### src/rtl/ext_mem_pkg.sv
// Shared types and helpers for the external-memory controller.
package ext_mem_pkg;

   localparam int CTR_W = 3;

   typedef enum logic [2:0] {
      ST_IDLE  = 3'd0,
      ST_WAIT  = 3'd1,
      ST_ISSUE = 3'd2,
      ST_DATA  = 3'd3,
      ST_RESP  = 3'd4,
      ST_ERR   = 3'd5
   } state_t;

   // Byte offset from the SRAM base is in range when below words*4; widened so large depths do not wrap.
   function automatic logic addr_in_range(input logic [31:0] off, input logic [31:0] words);
      return {2'b00, off} < {words, 2'b00};
   endfunction

endpackage

### src/rtl/ext_mem_cycle_ctr.sv
// Loadable down-counter with a done flag; times both the wait-state and read-latency phases.
module ext_mem_cycle_ctr
   import ext_mem_pkg::*;
(
   input  logic             clk,
   input  logic             reset,
   input  logic             load,
   input  logic [CTR_W-1:0] load_val,
   input  logic             dec,
   output logic             done
);

   logic [CTR_W-1:0] count;

   always_ff @(posedge clk) begin
      if (reset) begin
         count <= '0;
      end else if (load) begin
         count <= load_val;
      end else if (dec && (count != '0)) begin
         count <= count - CTR_W'(1);
      end
   end

   assign done = (count == '0);

endmodule

### src/rtl/ext_mem_ctrl.sv
// Services the core's external memory stream from a synchronous word-wide SRAM,
// inserting wait states and read latency, and flagging out-of-range or illegal accesses.
module ext_mem_ctrl
   import ext_mem_pkg::*;
#(
   parameter logic [31:0] BASE_ADDR    = 32'h8000_0000,
   parameter int          MEM_WORDS    = 16384,
   parameter int          ADDR_W       = $clog2(MEM_WORDS),
   parameter int          WAIT_STATES  = 0,
   parameter int          READ_LATENCY = 1
) (
   input  logic              clk,
   input  logic              reset,
   input  logic              ext_valid,
   input  logic              ext_instruction,
   input  logic [31:0]       ext_address,
   input  logic [31:0]       ext_write_data,
   input  logic [3:0]        ext_write_strobe,
   output logic              ext_ready,
   output logic [31:0]       ext_read_data,
   output logic              bus_err,
   output logic              sram_en,
   output logic [3:0]        sram_we,
   output logic [ADDR_W-1:0] sram_addr,
   output logic [31:0]       sram_wdata,
   input  logic [31:0]       sram_rdata
);

   // Handshake: the core raises ext_valid and holds it with its fields until ext_ready;
   // a request is taken only in IDLE, and ext_ready pulses for exactly one cycle per accepted request.

   localparam logic [CTR_W-1:0] WAIT_LOAD = CTR_W'((WAIT_STATES > 0) ? WAIT_STATES - 1 : 0);
   localparam logic [CTR_W-1:0] DATA_LOAD = CTR_W'(READ_LATENCY - 1);

   state_t            state;
   logic [ADDR_W-1:0] addr_q;
   logic [31:0]       wdata_q;
   logic [3:0]        strb_q;
   logic [31:0]       rdata_q;
   logic [31:0]       off;
   logic              accept_err;
   logic              ctr_load;
   logic              ctr_dec;
   logic              ctr_done;
   logic [CTR_W-1:0]  ctr_val;

   assign off           = ext_address - BASE_ADDR;
   assign accept_err    = !addr_in_range(off, 32'(MEM_WORDS)) ||
                          (ext_instruction && (ext_write_strobe != 4'b0));
   assign ext_read_data = rdata_q;

   always_comb begin
      ctr_load = 1'b0;
      ctr_val  = '0;
      ctr_dec  = 1'b0;
      case (state)
         ST_IDLE: begin
            ctr_load = ext_valid;
            ctr_val  = WAIT_LOAD;
         end
         ST_ISSUE: begin
            ctr_load = 1'b1;
            ctr_val  = DATA_LOAD;
         end
         ST_WAIT, ST_DATA: ctr_dec = !ctr_done;
         default: ;
      endcase
   end

   ext_mem_cycle_ctr u_ctr (
      .clk      (clk),
      .reset    (reset),
      .load     (ctr_load),
      .load_val (ctr_val),
      .dec      (ctr_dec),
      .done     (ctr_done)
   );

   // Outputs are registered alongside the state, so each pulse lines up with the state it belongs to.
   always_ff @(posedge clk) begin
      if (reset) begin
         state      <= ST_IDLE;
         addr_q     <= '0;
         wdata_q    <= '0;
         strb_q     <= '0;
         rdata_q    <= '0;
         ext_ready  <= 1'b0;
         bus_err    <= 1'b0;
         sram_en    <= 1'b0;
         sram_we    <= 4'b0;
         sram_addr  <= '0;
         sram_wdata <= '0;
      end else begin
         ext_ready <= 1'b0;
         bus_err   <= 1'b0;
         sram_en   <= 1'b0;
         sram_we   <= 4'b0;
         case (state)
            ST_IDLE: begin
               if (ext_valid) begin
                  addr_q  <= off[ADDR_W+1:2];
                  wdata_q <= ext_write_data;
                  strb_q  <= ext_write_strobe;
                  if (accept_err) begin
                     state     <= ST_ERR;
                     ext_ready <= 1'b1;
                     bus_err   <= 1'b1;
                     rdata_q   <= '0;
                  end else if (WAIT_STATES > 0) begin
                     state <= ST_WAIT;
                  end else begin
                     state      <= ST_ISSUE;
                     sram_en    <= 1'b1;
                     sram_we    <= ext_write_strobe;
                     sram_addr  <= off[ADDR_W+1:2];
                     sram_wdata <= ext_write_data;
                  end
               end
            end
            ST_WAIT: begin
               if (ctr_done) begin
                  state      <= ST_ISSUE;
                  sram_en    <= 1'b1;
                  sram_we    <= strb_q;
                  sram_addr  <= addr_q;
                  sram_wdata <= wdata_q;
               end
            end
            ST_ISSUE: begin
               if (strb_q != 4'b0) begin
                  state     <= ST_RESP;
                  ext_ready <= 1'b1;
               end else begin
                  state <= ST_DATA;
               end
            end
            ST_DATA: begin
               if (ctr_done) begin
                  rdata_q   <= sram_rdata;
                  state     <= ST_RESP;
                  ext_ready <= 1'b1;
               end
            end
            default: state <= ST_IDLE;
         endcase
      end
   end

endmodule

### config.mk
export PLATFORM = sky130hd
export DESIGN_NAME = ext_mem_ctrl
export DESIGN_NICKNAME = d
export VERILOG_FILES = /design/src/rtl/ext_mem_pkg.sv /design/src/rtl/ext_mem_cycle_ctr.sv /design/src/rtl/ext_mem_ctrl.sv
export SDC_FILE = /design/constraint.sdc
export NUM_CORES = 1
export LEC_CHECK = 0
export ABC_AREA = 1
export CORE_ASPECT_RATIO = 0.5
export CORE_MARGIN = 2
export CORE_UTILIZATION = 46
export DETAILED_ROUTE_END_ITERATION = 7
export PLACE_DENSITY_LB_ADDON = 0.3
export SYNTH_ARGS = -nofsm -noshare
export SYNTH_HDL_FRONTEND = slang
export SYNTH_SLANG_ARGS = --single-unit
### constraint.sdc
create_clock -name clk -period 2.1 [get_ports clk]
set_input_delay 0.42 -clock clk [delete_from_list [all_inputs] [get_ports clk]]
set_output_delay 0.42 -clock clk [all_outputs]
set_load 0.005 [all_outputs]
# Yosys cells after proc, flatten, opt, wreduce, memory -nomap -nowiden
# Cells that the tools add are included.
[classes]
addsub = 2
n_lt_le_gt_ge = 1
eq_ne = 8
muxes = 32
bitwise = 1
reduce_logical = 19
[ops]
columns = ["cell", "count"]
rows = [
  ["32-bit two-way mux", 6],
  ["32-bit case mux with 2 select lines", 2],
  ["14-bit two-way mux", 3],
  ["32-bit by 17-bit less-than comparator with 1-bit output, second input constant", 1],
  ["32-bit subtractor, second input constant", 1],
  ["14-bit case mux with 2 select lines", 1],
  ["3-bit two-way mux", 5],
  ["4-bit two-way mux", 3],
  ["3-bit case mux with 4 select lines", 1],
  ["2-bit != test, second input constant", 5],
  ["4-bit case mux with 2 select lines", 1],
  ["4-bit AND reduction", 2],
  ["4-bit nonzero test", 2],
  ["1-bit two-way mux", 7],
  ["3-bit by 2-bit equality test with 1-bit output, second input constant", 2],
  ["3-bit logical NOT", 2],
  ["2-bit OR reduction", 3],
  ["1-bit case mux with 2 select lines", 2],
  ["2-bit nonzero test", 2],
  ["3-bit by 1-bit equality test with 1-bit output, second input constant", 1],
  ["1-bit case mux with 3 select lines", 1],
  ["3-bit AND reduction", 1],
  ["3-bit nonzero test", 1],
  ["3-bit by 1-bit subtractor with 3-bit output, second input constant", 1],
  ["other kinds (5)", 7],
]
[word_totals]
reg_bits = 141
in_bits = 104
output_inout_bits = 85
elab_cells = 75

# Depth between registers and ports, before layout
# Gate-level depths: netlist of run 1.
[depth]
word_depth = 7
mapped_depth = 12
depth_no_buf = 11

# Cells and area by module
# A second synthesis of run 1 with hierarchy kept.
[unflattened]
hier_cells = 975
hier_area_um2 = 6561.3
[modules_own_cells]
columns = ["mod", "instances", "cells_each", "area_each_um2", "seq_area_each_um2"]
rows = [
  ["ext_mem_ctrl", 1, 941, 6359.8, 2762.6],
  ["ext_mem_cycle_ctr", 1, 34, 201.4, 60.1],
]

# Worst setup path before layout of run 1
# Ideal clock, no wire load.
[synth_timing]
kind = "input to register"
from = "input port ext_address[21]"
to = "register sram_wdata[0]"
setup_time_ps = 132
t_arrival_ps = 1341
required_ps = 1968
slack_ps = 627
stages = 10
path_buffers = 2
cell_sequence = "nor2_1 > nand2_1 > nor2_1 > nand3_1 > nand2_2 > nand3_2 > buf_6 > buf_4 > nand2_1 > a21oi_1"
[synth_via]
elab_chain_len = 6
[synth_lines]
columns = ["item", "line", "text"]
rows = [
  ["from (decl)", "ext_mem_ctrl.sv:16", "input logic [31:0] ext_address,"],
  ["32-bit subtractor", "ext_mem_ctrl.sv:47", "assign off = ext_address - BASE_ADDR;"],
  ["32-bit by 17-bit less-than comparator with 1-bit output", "ext_mem_pkg.sv:17", "return {2'b00, off} < {words, 2'b00};"],
  ["1-bit logical NOT", "ext_mem_ctrl.sv:48", "assign accept_err = !addr_in_range(off, 32'(MEM_WORDS)) ||"],
  ["1-bit logical OR", "ext_mem_ctrl.sv:48", ""],
  ["2-bit != test (no line)", "--", ""],
  ["4-bit AND reduction (no line)", "--", ""],
  ["to (signal assigned)", "ext_mem_ctrl.sv:116", "sram_wdata <= ext_write_data;"],
  ["to (signal assigned)", "ext_mem_ctrl.sv:126", "sram_wdata <= wdata_q;"],
  ["to (decl)", "ext_mem_ctrl.sv:25", "output logic [31:0] sram_wdata,"],
]
# Every way passes these cells.
# A chain may end at the register's enable or synchronous reset.

# Worst setup path in the final report of run 1
[layout_timing]
from = "input port ext_address[31]"
to = "register rdata_q[16], in the netlist ext_read_data[16]"
[layout_via]
elab_chain_len = 6
[layout_lines]
columns = ["item", "line", "text"]
rows = [
  ["32-bit subtractor", "ext_mem_ctrl.sv:47", ""],
  ["32-bit by 17-bit less-than comparator with 1-bit output", "ext_mem_pkg.sv:17", ""],
  ["1-bit logical NOT", "ext_mem_ctrl.sv:48", ""],
  ["1-bit logical OR", "ext_mem_ctrl.sv:48", ""],
  ["2-bit != test (no line)", "--", ""],
  ["4-bit AND reduction (no line)", "--", ""],
  ["to (signal assigned)", "ext_mem_ctrl.sv:139", "rdata_q <= sram_rdata;"],
  ["to (decl)", "ext_mem_ctrl.sv:39", "logic [31:0] rdata_q;"],
]
# Every way passes these cells.

==> results_dict.tcl, run 1 <==
set metrics [dict create \
    run_status "complete, no violations" \
    place_congestion 0.786 \
    synthToLayoutAreaGrowth_pct 43.1 \
    tritoncts.num_buffers 17 \
    tritoncts_num_sinks 141 \
    highest_achievable_clock_rate_mhz 582 \
    worst_setup_path_start_kind "input pin" \
    worst_slew_pin_slew_ps 604 \
    max_stage_delay_ps 460 \
    place_inst 1086 \
    h-tree-depth 4 \
    post_synth_instance_area_mm2 0.00586 \
    clkSlewWorstSetupHoldPaths_ps 60 \
    power.total_mw 11.2 \
    cts-resized-gates 0 \
    p_leak_nw 3.13 \
    cts.repair_timing.setup_buffer_count 0 \
    p_clk_share_pct 26.3 \
    layout.cell_area.non_filler_mm2 0.00839 \
    first_iter_violations 425 \
    route.detailed.drc 0 \
    fill_cells 1051 \
    avgSynthCellArea_um2 7.57 \
    worst_setup_end_kind "register" \
    clk_latency_ps 400 \
    ys.warnings.count 0 \
    ctsRootBufferMaster "sky130_fd_sc_hd__clkbuf_16" \
    path_cells "clkdlybuf4s50_1 -> inv_1 -> nor2_1 -> nand2_1 -> nor2_1 -> nand3_1 -> nand2_2 -> nand2_1 -> nand2_2 -> buf_12 -> nand2_1 -> a21oi_1" \
    report.final.slew_viol_count 0 \
    design.final.nets 1041 \
    number_of_primary_i_o_pins 189 \
    seqPwrFrac_pct 32.9 \
    synth_cells 774 \
    synth_seq_cells 141 \
    maximum_number_of_pins_on_one_net_before_global_route_repair 94 \
    die-height_um 83.8 \
    floorplan.initialDensity_pct 46.7 \
    routed_via_density 5.21 \
    port-buffer-count 186 \
    worst-path-buf-inv 3 \
    final_cell_count_without_fillers 1117 \
    clock_tree_from_tritoncts "done" \
    wirelength_mm 16.1 \
    first_pass_grt_wire_length_mm 25.7 \
    p_per_area_mw_per_mm2 1330 \
    grt_overflow_total 0 \
    crit_path_frequent_cell "sky130_fd_sc_hd__nand2_1" \
    via_count_of_the_first_global_routing_pass 5411 \
    hold_viol 0 \
    crit_slowest_cell "sky130_fd_sc_hd__clkdlybuf4s50_1" \
    antenna_found_initial 0 \
    max-clock-path-buffers 2 \
    vias 5815 \
    setup_repair_after_global_routing_missed_its_margin "false" \
    netSwitchingPower_mw 4.14 \
    detail_route.wl_per_cell_um 14.4 \
    final.min_clock_period_ps 1720 \
    global_route.usage.total_pct 23.2 \
    multi_input_comb_area_mm2 0.00241 \
    min_period_over_period_pct 81.8 \
    n_antenna_cell 0 \
    holdBufCountCts 0 \
    synth_sequential_area_ratio_pct 48.2 \
    peakVddDrop_mv 0.894 \
    crit_family "simple AND/OR/NAND/NOR gates" \
    netSwitchingFraction_pct 37.0 \
    power.share.combinational_pct 40.9 \
    cp_max_fo 26 \
    internal-power_mw 7.04 \
    min_path_type "in2reg" \
    fp-row-count 29 \
    synth_cell_type_count 24 \
    die-area_mm2 0.0137 \
    dpl-instance-area_mm2 0.00780 \
    cp.required_ps 2420 \
    critical_path_arrival_ps 2040 \
    postSynthNetCount 880 \
    maxCapViolCount 0 \
    layout.area.seq_mm2 0.00282 \
    timing.max_slew.rel_slack_pct 59.7 \
    core_area_mm2 0.0126 \
    drt_first_pass_iters 5 \
    antenna_violating_nets_left 0 \
    drive_above_1_share_pct 6.97 \
    worstSetupPathType "in2reg" \
    setup_violations 0 \
    die-width_um 164 \
    clock-skew-final_ps 10.5 \
    fin_hold_ws_ps 423 \
    hpwl_dp_mm 10.5 \
]
-- worst paths after layout --
kind	cells after the start	end	slack (ps)	start
hold reg to reg	2	wdata_q[16]	450	wdata_q[16]
setup / recovery	12	ext_read_data[16]	380	ext_address[31]
hold / removal	3	u_ctr.count[0]	420	reset
setup reg to reg	12	ext_read_data[16]	430	u_ctr.count[0]
-- registers in the layout, indices dropped and copies added (netlist names) --
register and cells:
ext_read_data 32, sram_wdata 32, wdata_q 32, addr_q 14, sram_addr 14, sram_we 4, strb_q 4, state 3
u_ctr.count 3, bus_err 1, ext_ready 1, sram_en 1
-- per-layer routing --
| layer | GRT usage [%] | routed length (µm) | vias up |
|---|---|---|---|
| met1 | 29.2 | 7180 | 2737 |
| met2 | 40.0 | 7780 | 169 |
| met3 | 4.57 | 1020 | 11 |
| met5 | 0 | 0 | - |
| li1 | - | - | 2898 |
| met4 | 7.58 | 155 | 0 |
-- cell usage in the layout, fill, tap and decap left out, drive strengths merged, types with 18 or more instances in the layout --
| cell type | count |
|---|---|
| inv | 68 |
| clkbuf | 18 |
| o21ai | 96 |
| a21oi | 133 |
| clkdlybuf4s50 | 185 |
| buf | 18 |
| dfxtp | 141 |
| nor2 | 33 |
| nand4 | 52 |
| nand2 | 179 |
-- cell families (layout without fill, tap and decap cells) --
| group | Yosys count | after routing | share of synthesized area, % |
|---|---|---|---|
| DFF | 141 | 141 | 48.2 |
| and+or+nand+nor | 272 | 272 | 20.7 |
| buffers and inverters | 127 | 300 | 10.7 |
| adders and majority gates | 2 | 2 | 0.427 |
| AOI/OAI and AO/OA | 232 | 232 | 19.9 |
-- worst register-to-register path, stage by stage, from the launching register on --
cell	delay (ps)
sky130_fd_sc_hd__dfxtp_1	330
sky130_fd_sc_hd__inv_1	70
sky130_fd_sc_hd__ha_1	190
sky130_fd_sc_hd__inv_1	50
sky130_fd_sc_hd__nor2_1	50
sky130_fd_sc_hd__nor2_2	160
sky130_fd_sc_hd__nand2_1	110
sky130_fd_sc_hd__nand2_2	130
sky130_fd_sc_hd__inv_2	40
sky130_fd_sc_hd__nand2_2	90
sky130_fd_sc_hd__buf_12	170
sky130_fd_sc_hd__nand2_1	60
sky130_fd_sc_hd__a21oi_1	150
-- final cells by class --
| type | instances | share of cell area [%] |
|---|---|---|
| flip-flops and latches | 141 | 33.7 |
| multi-input cells | 506 | 28.7 |
| repair buffers | 203 | 25.2 |
| clock buffers | 18 | 5.24 |
| inverters | 66 | 2.98 |
| well taps | 170 | 2.54 |
| clock inverters | 13 | 1.70 |
-- synthesized netlist by cell type --
cell type / number / area share, %
sky130_fd_sc_hd__buf_2: 15 / 1.3
sky130_fd_sc_hd__nand4_1: 52 / 5.6
sky130_fd_sc_hd__nand3_2: 1 / 0.17
sky130_fd_sc_hd__inv_1: 60 / 3.8
sky130_fd_sc_hd__nand2_2: 5 / 0.53
sky130_fd_sc_hd__nor3_1: 2 / 0.17
sky130_fd_sc_hd__buf_4: 13 / 1.7
sky130_fd_sc_hd__clkbuf_1: 22 / 1.4
sky130_fd_sc_hd__nand3_1: 5 / 0.43
sky130_fd_sc_hd__nor2_2: 2 / 0.21
sky130_fd_sc_hd__o21ai_1: 17 / 1.5
sky130_fd_sc_hd__nand2_1: 174 / 11
sky130_fd_sc_hd__inv_2: 5 / 0.32
sky130_fd_sc_hd__o21a_1: 1 / 0.13
sky130_fd_sc_hd__nor2_1: 28 / 1.8
sky130_fd_sc_hd__a21oi_1: 133 / 11
sky130_fd_sc_hd__buf_6: 11 / 2.1
sky130_fd_sc_hd__o21ai_0: 79 / 6.7
sky130_fd_sc_hd__dfxtp_1: 141 / 48
sky130_fd_sc_hd__nor2_8: 1 / 0.34
sky130_fd_sc_hd__nor2_4: 2 / 0.38
sky130_fd_sc_hd__ha_1: 2 / 0.43
sky130_fd_sc_hd__inv_4: 1 / 0.11
sky130_fd_sc_hd__a211oi_1: 2 / 0.26
-- power by group through the flow --
stage          Combinational [mW]  Sequential, mW  Clock (mW)
2_1_floorplan                2.94            3.70           0
5_1_grt                      5.01            3.74        3.12
4_1_cts                      4.55            3.67        2.99
6_report                     4.57            3.67        2.94
3_5_place_dp                 4.52            3.72           0
3_3_place_gp                 4.42            3.70           0
-- per-stage QoR --
stage | setup WS (ps) | TNS [ps] | util [%]
after CTS | 366 | 0 | 66.8
after floorplan | 627 | 0 | -
after global routing | 210 | 0 | 66.8
final | 381 | 0 | 66.8
after global placement | -12.8 | -192 | 62.2
after detailed placement | -45.3 | -94.2 | 62.2
(Power assumes the default switching activity.)
==> inputs of run 2 (changes only) <==
- clock period: 2.1 -> 1.6 ns (I/O delays scaled with it)
==> results_dict.tcl, run 2 (synthesis gave the netlist of run 1 again) <==
set metrics [dict create \
    floorplan.initialDensity_pct 46.7 \
    fin_hold_ws_ps 350 \
    design.final.nets 1068 \
    rrSetupSlack_ps -100 \
    violations "negative setup slack" \
    grt_overflow_total 0 \
    worst_setup_end_kind "register" \
    first_pass_grt_wire_length_mm 26.0 \
    cp.required_ps 1920 \
    synthToLayoutAreaGrowth_pct 57.6 \
    tritoncts.num_buffers 17 \
    detail_route.wl_per_cell_um 16.3 \
    post-route-util_pct 73.6 \
    worstSetupPathType "reg2reg" \
    global_route.usage.total_pct 23.5 \
    peakVddDrop_mv 1.28 \
    h-tree-depth 4 \
    min_period_over_period_pct 106 \
    hold_viol 0 \
    die-width_um 164 \
    setup_repair_after_global_routing_missed_its_margin "true" \
    fill_cells 917 \
    maximum_number_of_pins_on_one_net_before_global_route_repair 57 \
    timing.max_slew.rel_slack_pct 75.8 \
    die-area_mm2 0.0137 \
    core_area_mm2 0.0126 \
    tritoncts_num_sinks 141 \
    vias 6141 \
    via_count_of_the_first_global_routing_pass 5293 \
    timing.final.ws_setup_ps -96.5 \
    clock-skew-final_ps 9.19 \
    first_iter_violations 446 \
    clkSlewWorstSetupHoldPaths_ps 60 \
    highest_achievable_clock_rate_mhz 589 \
    antenna_found_initial 0 \
    layout_common_cells "sky130_fd_sc_hd__nand2_1 (157), sky130_fd_sc_hd__dfxtp_1 (129), sky130_fd_sc_hd__a21oi_1 (124), sky130_fd_sc_hd__clkdlybuf4s50_1 (124)" \
    port-buffer-count 186 \
    routed_via_density 5.37 \
    final_common_cell "sky130_fd_sc_hd__nand2_1" \
    holdBufCountCts 0 \
    final.min_clock_period_ps 1700 \
    p_leak_nw 4.35 \
    maxCapViolCount 0 \
    cp_max_fo 16 \
    worst_slew_pin_slew_ps 364 \
    clock_tree_from_tritoncts "done" \
    drive_above_1_share_pct 14.3 \
    die-height_um 83.8 \
    report.final.slew_viol_count 0 \
    ctsRootBufferMaster "sky130_fd_sc_hd__clkbuf_16" \
    route.detailed.drc 0 \
    fp-row-count 29 \
    clk_latency_ps 410 \
    min_path_type "in2reg" \
    number_of_primary_i_o_pins 189 \
    hpwl_dp_mm 10.4 \
    wirelength_mm 18.6 \
    run_status "finished with violations" \
    drt_first_pass_iters 6 \
    antenna_violating_nets_left 0 \
    n_antenna_cell 0 \
    critical_path_arrival_ps 2020 \
    place_congestion 0.801 \
    p_per_area_mw_per_mm2 1850 \
    max-clock-path-buffers 2 \
    final.setup.tns_ps -1410 \
    setup_violations 49 \
    worst_setup_path_start_kind "register" \
]
==> run 2: final cells by class <==
class / count / area [µm²] / area share [%]
flip-flops and latches: 141 / 2840 / 30.7
repair buffers: 230 / 2700 / 29.2
well taps: 170 / 213 / 2.30
clock buffers: 20 / 447 / 4.84
inverters: 66 / 250 / 2.71
multi-input cells: 506 / 2570 / 27.9
clock inverters: 11 / 215 / 2.33
==> run 2: routing by layer <==
layer | part of all wire [%] | routed length, µm | GRT usage [%]
met1 | 43 | 8040 | 30.6
met2 | 48 | 8990 | 39.0
met3 | 6.8 | 1260 | 4.47
met4 | 1.7 | 314 | 8.61
met5 | 0 | 0 | 0
==> run 2: critical path: stages (launching register included) <==
cell and delay [ps]:
sky130_fd_sc_hd__dfxtp_2 320, sky130_fd_sc_hd__inv_2 70, sky130_fd_sc_hd__ha_4 130, sky130_fd_sc_hd__inv_2 40, sky130_fd_sc_hd__nor2_4 130, sky130_fd_sc_hd__nor2_2 70, sky130_fd_sc_hd__nand2_2 90, sky130_fd_sc_hd__nand2_4 70
sky130_fd_sc_hd__nor2_4 220, sky130_fd_sc_hd__clkbuf_16 220, sky130_fd_sc_hd__nand2_1 70, sky130_fd_sc_hd__a21oi_1 180
==> run 2: path summary, 6_finish.rpt <==
kind	from	depth (start not counted)	endpoint
max	u_ctr.count[0]	11	ext_read_data[3]
min	reset	3	u_ctr.count[0]
max reg2reg	u_ctr.count[0]	11	ext_read_data[3]
min reg2reg	addr_q[0]	2	addr_q[0]
==> run 2: power breakdown <==
group / switching, mW / internal, mW
Combinational: 4.27 / 3.55
Clock: 1.49 / 2.96
Sequential: 0.418 / 4.44
Total: 6.17 / 11.0
==> run 2: timing repair <==
item,4_1_cts,5_1_grt
hold endpoints to repair,0,0
resized for setup,16,143
setup endpoints to repair,51,151
buffers inserted,0,6
pin swaps,2,16
cloned,2,9
==> run 2: through the flow <==
stage	instance area [µm²]	cells	worst slack, ps	power (mW)
5_1_grt	9240	1144	-196	17.9
3_5_place_dp	7920	1096	-412	10.9
6_report	9240	1144	-96.5	17.1
2_1_floorplan	5860	774	143	8.72
4_1_cts	8660	1129	-13.6	15.8
3_3_place_gp	7920	1096	-359	10.8
==> inputs of run 3 (changes only) <==
- SETUP_SLACK_MARGIN: default -> 0.2
- clock period: 1.6 -> 1.65 ns (I/O delays scaled with it)
==> results_dict.tcl, run 3 (synthesis gave the netlist of run 1 again) <==
set metrics [dict create \
    run_status "finished with violations" \
    violations "negative setup slack" \
    antenna_found_initial 0 \
    min_path_type "in2reg" \
    p_clk_share_pct 22.5 \
    crit_path_frequent_cell "sky130_fd_sc_hd__inv_2" \
    die-width_um 164 \
    timing.max_slew.rel_slack_pct 71.3 \
    fill_cells 777 \
    place_congestion 0.828 \
    crit_slowest_cell "sky130_fd_sc_hd__dfxtp_2" \
    min_period_over_period_pct 102 \
    worstRegToRegCells 10 \
    netSwitchingFraction_pct 39.2 \
    layout_common_cells "sky130_fd_sc_hd__nand2_1 (137), sky130_fd_sc_hd__dfxtp_1 (121), sky130_fd_sc_hd__a21oi_1 (87)" \
    clkSlewWorstSetupHoldPaths_ps 60 \
    max-clock-path-buffers 2 \
    met1_length_mm 9.13 \
    clock-skew-final_ps 8.91 \
    holdBufCountCts 0 \
    worstSetupPathDepth 10 \
    seqPwrFrac_pct 27.6 \
    hold_viol 0 \
    worst_setup_end_kind "register" \
    wl_met3_mm 1.77 \
    grt_overflow_total 0 \
    critical_path_arrival_ps 1960 \
    n_antenna_cell 0 \
    route.detailed.drc 0 \
    crit_family "simple AND/OR/NAND/NOR gates" \
    detail_route.wl_per_cell_um 18.5 \
    setup_violations 10 \
    hpwl_dp_mm 10.4 \
    core_area_mm2 0.0126 \
    setup_repair_after_global_routing_missed_its_margin "true" \
    worst-path-buf-inv 3 \
    r2r_end "sram_addr[12]" \
    report.final.slew_viol_count 0 \
    final_common_cell "sky130_fd_sc_hd__nand2_1" \
    final_cell_count_without_fillers 1169 \
    via_count_of_the_first_global_routing_pass 5644 \
    path_cells "inv_2 -> ha_4 -> inv_2 -> nor2_4 -> nand2_2 -> nand2_8 -> nand3_4 -> buf_12 -> nand2_1 -> a21oi_2" \
    first_iter_violations 620 \
    maxCapViolCount 0 \
    wl_met2_mm 10.3 \
    die-height_um 83.8 \
    wirelength_mm 21.6 \
    timing.final.ws_setup_ps -29.0 \
    number_of_primary_i_o_pins 189 \
    worst_setup_path_start_kind "register" \
    drive_above_1_share_pct 24.9 \
    internal-power_mw 10.5 \
    critPathCapture "sram_addr[12]" \
    p_per_area_mw_per_mm2 1750 \
    highest-signal-layer "met4" \
    final.min_clock_period_ps 1680 \
    clk_latency_ps 410 \
    clock_tree_from_tritoncts "done" \
    power.total_mw 17.2 \
    r2r-start "u_ctr.count[1]" \
    global_route.usage.total_pct 25.0 \
    netSwitchingPower_mw 6.75 \
    fp-row-count 29 \
    worst_slew_pin_slew_ps 427 \
    floorplan.initialDensity_pct 46.7 \
    first_pass_grt_wire_length_mm 27.5 \
    h-tree-depth 4 \
    vias 6415 \
    routed_via_density 5.49 \
    port-buffer-count 186 \
    die-area_mm2 0.0137 \
    ctsRootBufferMaster "sky130_fd_sc_hd__clkbuf_16" \
    antenna_violating_nets_left 0 \
    cp_max_fo 7 \
    rrSetupSlack_ps -30 \
    maximum_number_of_pins_on_one_net_before_global_route_repair 62 \
    highest_achievable_clock_rate_mhz 596 \
    max_stage_delay_ps 320 \
    synthToLayoutAreaGrowth_pct 67.9 \
    p_leak_nw 4.75 \
    peakVddDrop_mv 1.20 \
    drt_first_pass_iters 5 \
    power.share.combinational_pct 49.9 \
    design.final.nets 1092 \
    critical_path.startpoint "u_ctr.count[1]" \
    tritoncts_num_sinks 141 \
    tritoncts.num_buffers 17 \
    place_inst 1097 \
    cp.required_ps 1930 \
    worstSetupPathType "reg2reg" \
]
[run 3: changes by cell type in the layout (fill, tap and decap cells not counted), sizes merged]
cell           change
buf               +17
bufinv             -4
clkbuf             +5
clkdlybuf4s50     -40
clkinv             -1
clkinvlp           +4
dlygate4sd2       +49
dlymetal6s2s       -9
inv                +2
nand2              +2
[run 3: final cells by class]
cell class / instances / area, µm² / share of cell area [%]
multi-input cells: 508 / 3010 / 30.6
repair buffers: 252 / 2910 / 29.6
flip-flops and latches: 141 / 2850 / 28.9
clock buffers: 20 / 457 / 4.64
inverters: 66 / 263 / 2.67
well taps: 170 / 213 / 2.16
clock inverters: 12 / 138 / 1.40
[run 3: worst min-delay path by stage]
stage / from / to / slack, ps / cells after the start
5_1_grt: reset / u_ctr.count[0] / 370 / 3
3_5_place_dp: wdata_q[24] / wdata_q[24] / 440 / 2
3_3_place_gp: addr_q[2] / addr_q[2] / 430 / 2
2_1_floorplan: u_ctr.count[2] / u_ctr.count[2] / 420 / 1
6_report: reset / u_ctr.count[0] / 370 / 3
4_1_cts: reset / u_ctr.count[0] / 320 / 3
[run 3: metal layers]
| metal | track usage (%) | vias up |
|---|---|---|
| met1 | 32.9 | 3010 |
| met5 | 0 | - |
| met3 | 5.86 | 49 |
| met4 | 7.34 | 0 |
| met2 | 40.9 | 332 |
| li1 | - | 3024 |
[run 3: power by group through the flow]
stage               Clock [mW]  Combinational [mW]  Sequential, mW
floorplan                    0                3.81            4.71
global placement             0                5.85            4.73
detailed placement           0                5.95            4.74
CTS                       3.86                6.03            4.69
global route              4.05                9.04            4.83
finish                    3.88                8.59            4.76
[run 3: worst min-delay path: stages]
cell and delay [ps]:
sky130_fd_sc_hd__buf_2 160, sky130_fd_sc_hd__nor3_1 120, sky130_fd_sc_hd__o21a_1 120
[run 3: stage by stage]
| stage | setup WS, ps | util, % | TNS [ps] | hold WS (ps) | area [µm²] |
|---|---|---|---|---|---|
| floorplan | 201 | - | 0 | 422 | 5880 |
| finish | -29.0 | 78.4 | -55.5 | 371 | 9840 |
| global placement | -337 | 63.2 | -25440 | 431 | 7930 |
| detailed placement | -368 | 63.2 | -27240 | 439 | 7930 |
| global route | -88.1 | 78.4 | -2060 | 368 | 9840 |
| CTS | 47.9 | 70.5 | 0 | 316 | 8850 |
[run 3: repair_timing]
item / CTS / global route
gates cloned: 4 / 17
pin swaps: 22 / 52
gates resized for setup: 130 / 201
buffers inserted: 10 / 9
endpoints found under the setup margin: 214 / 169
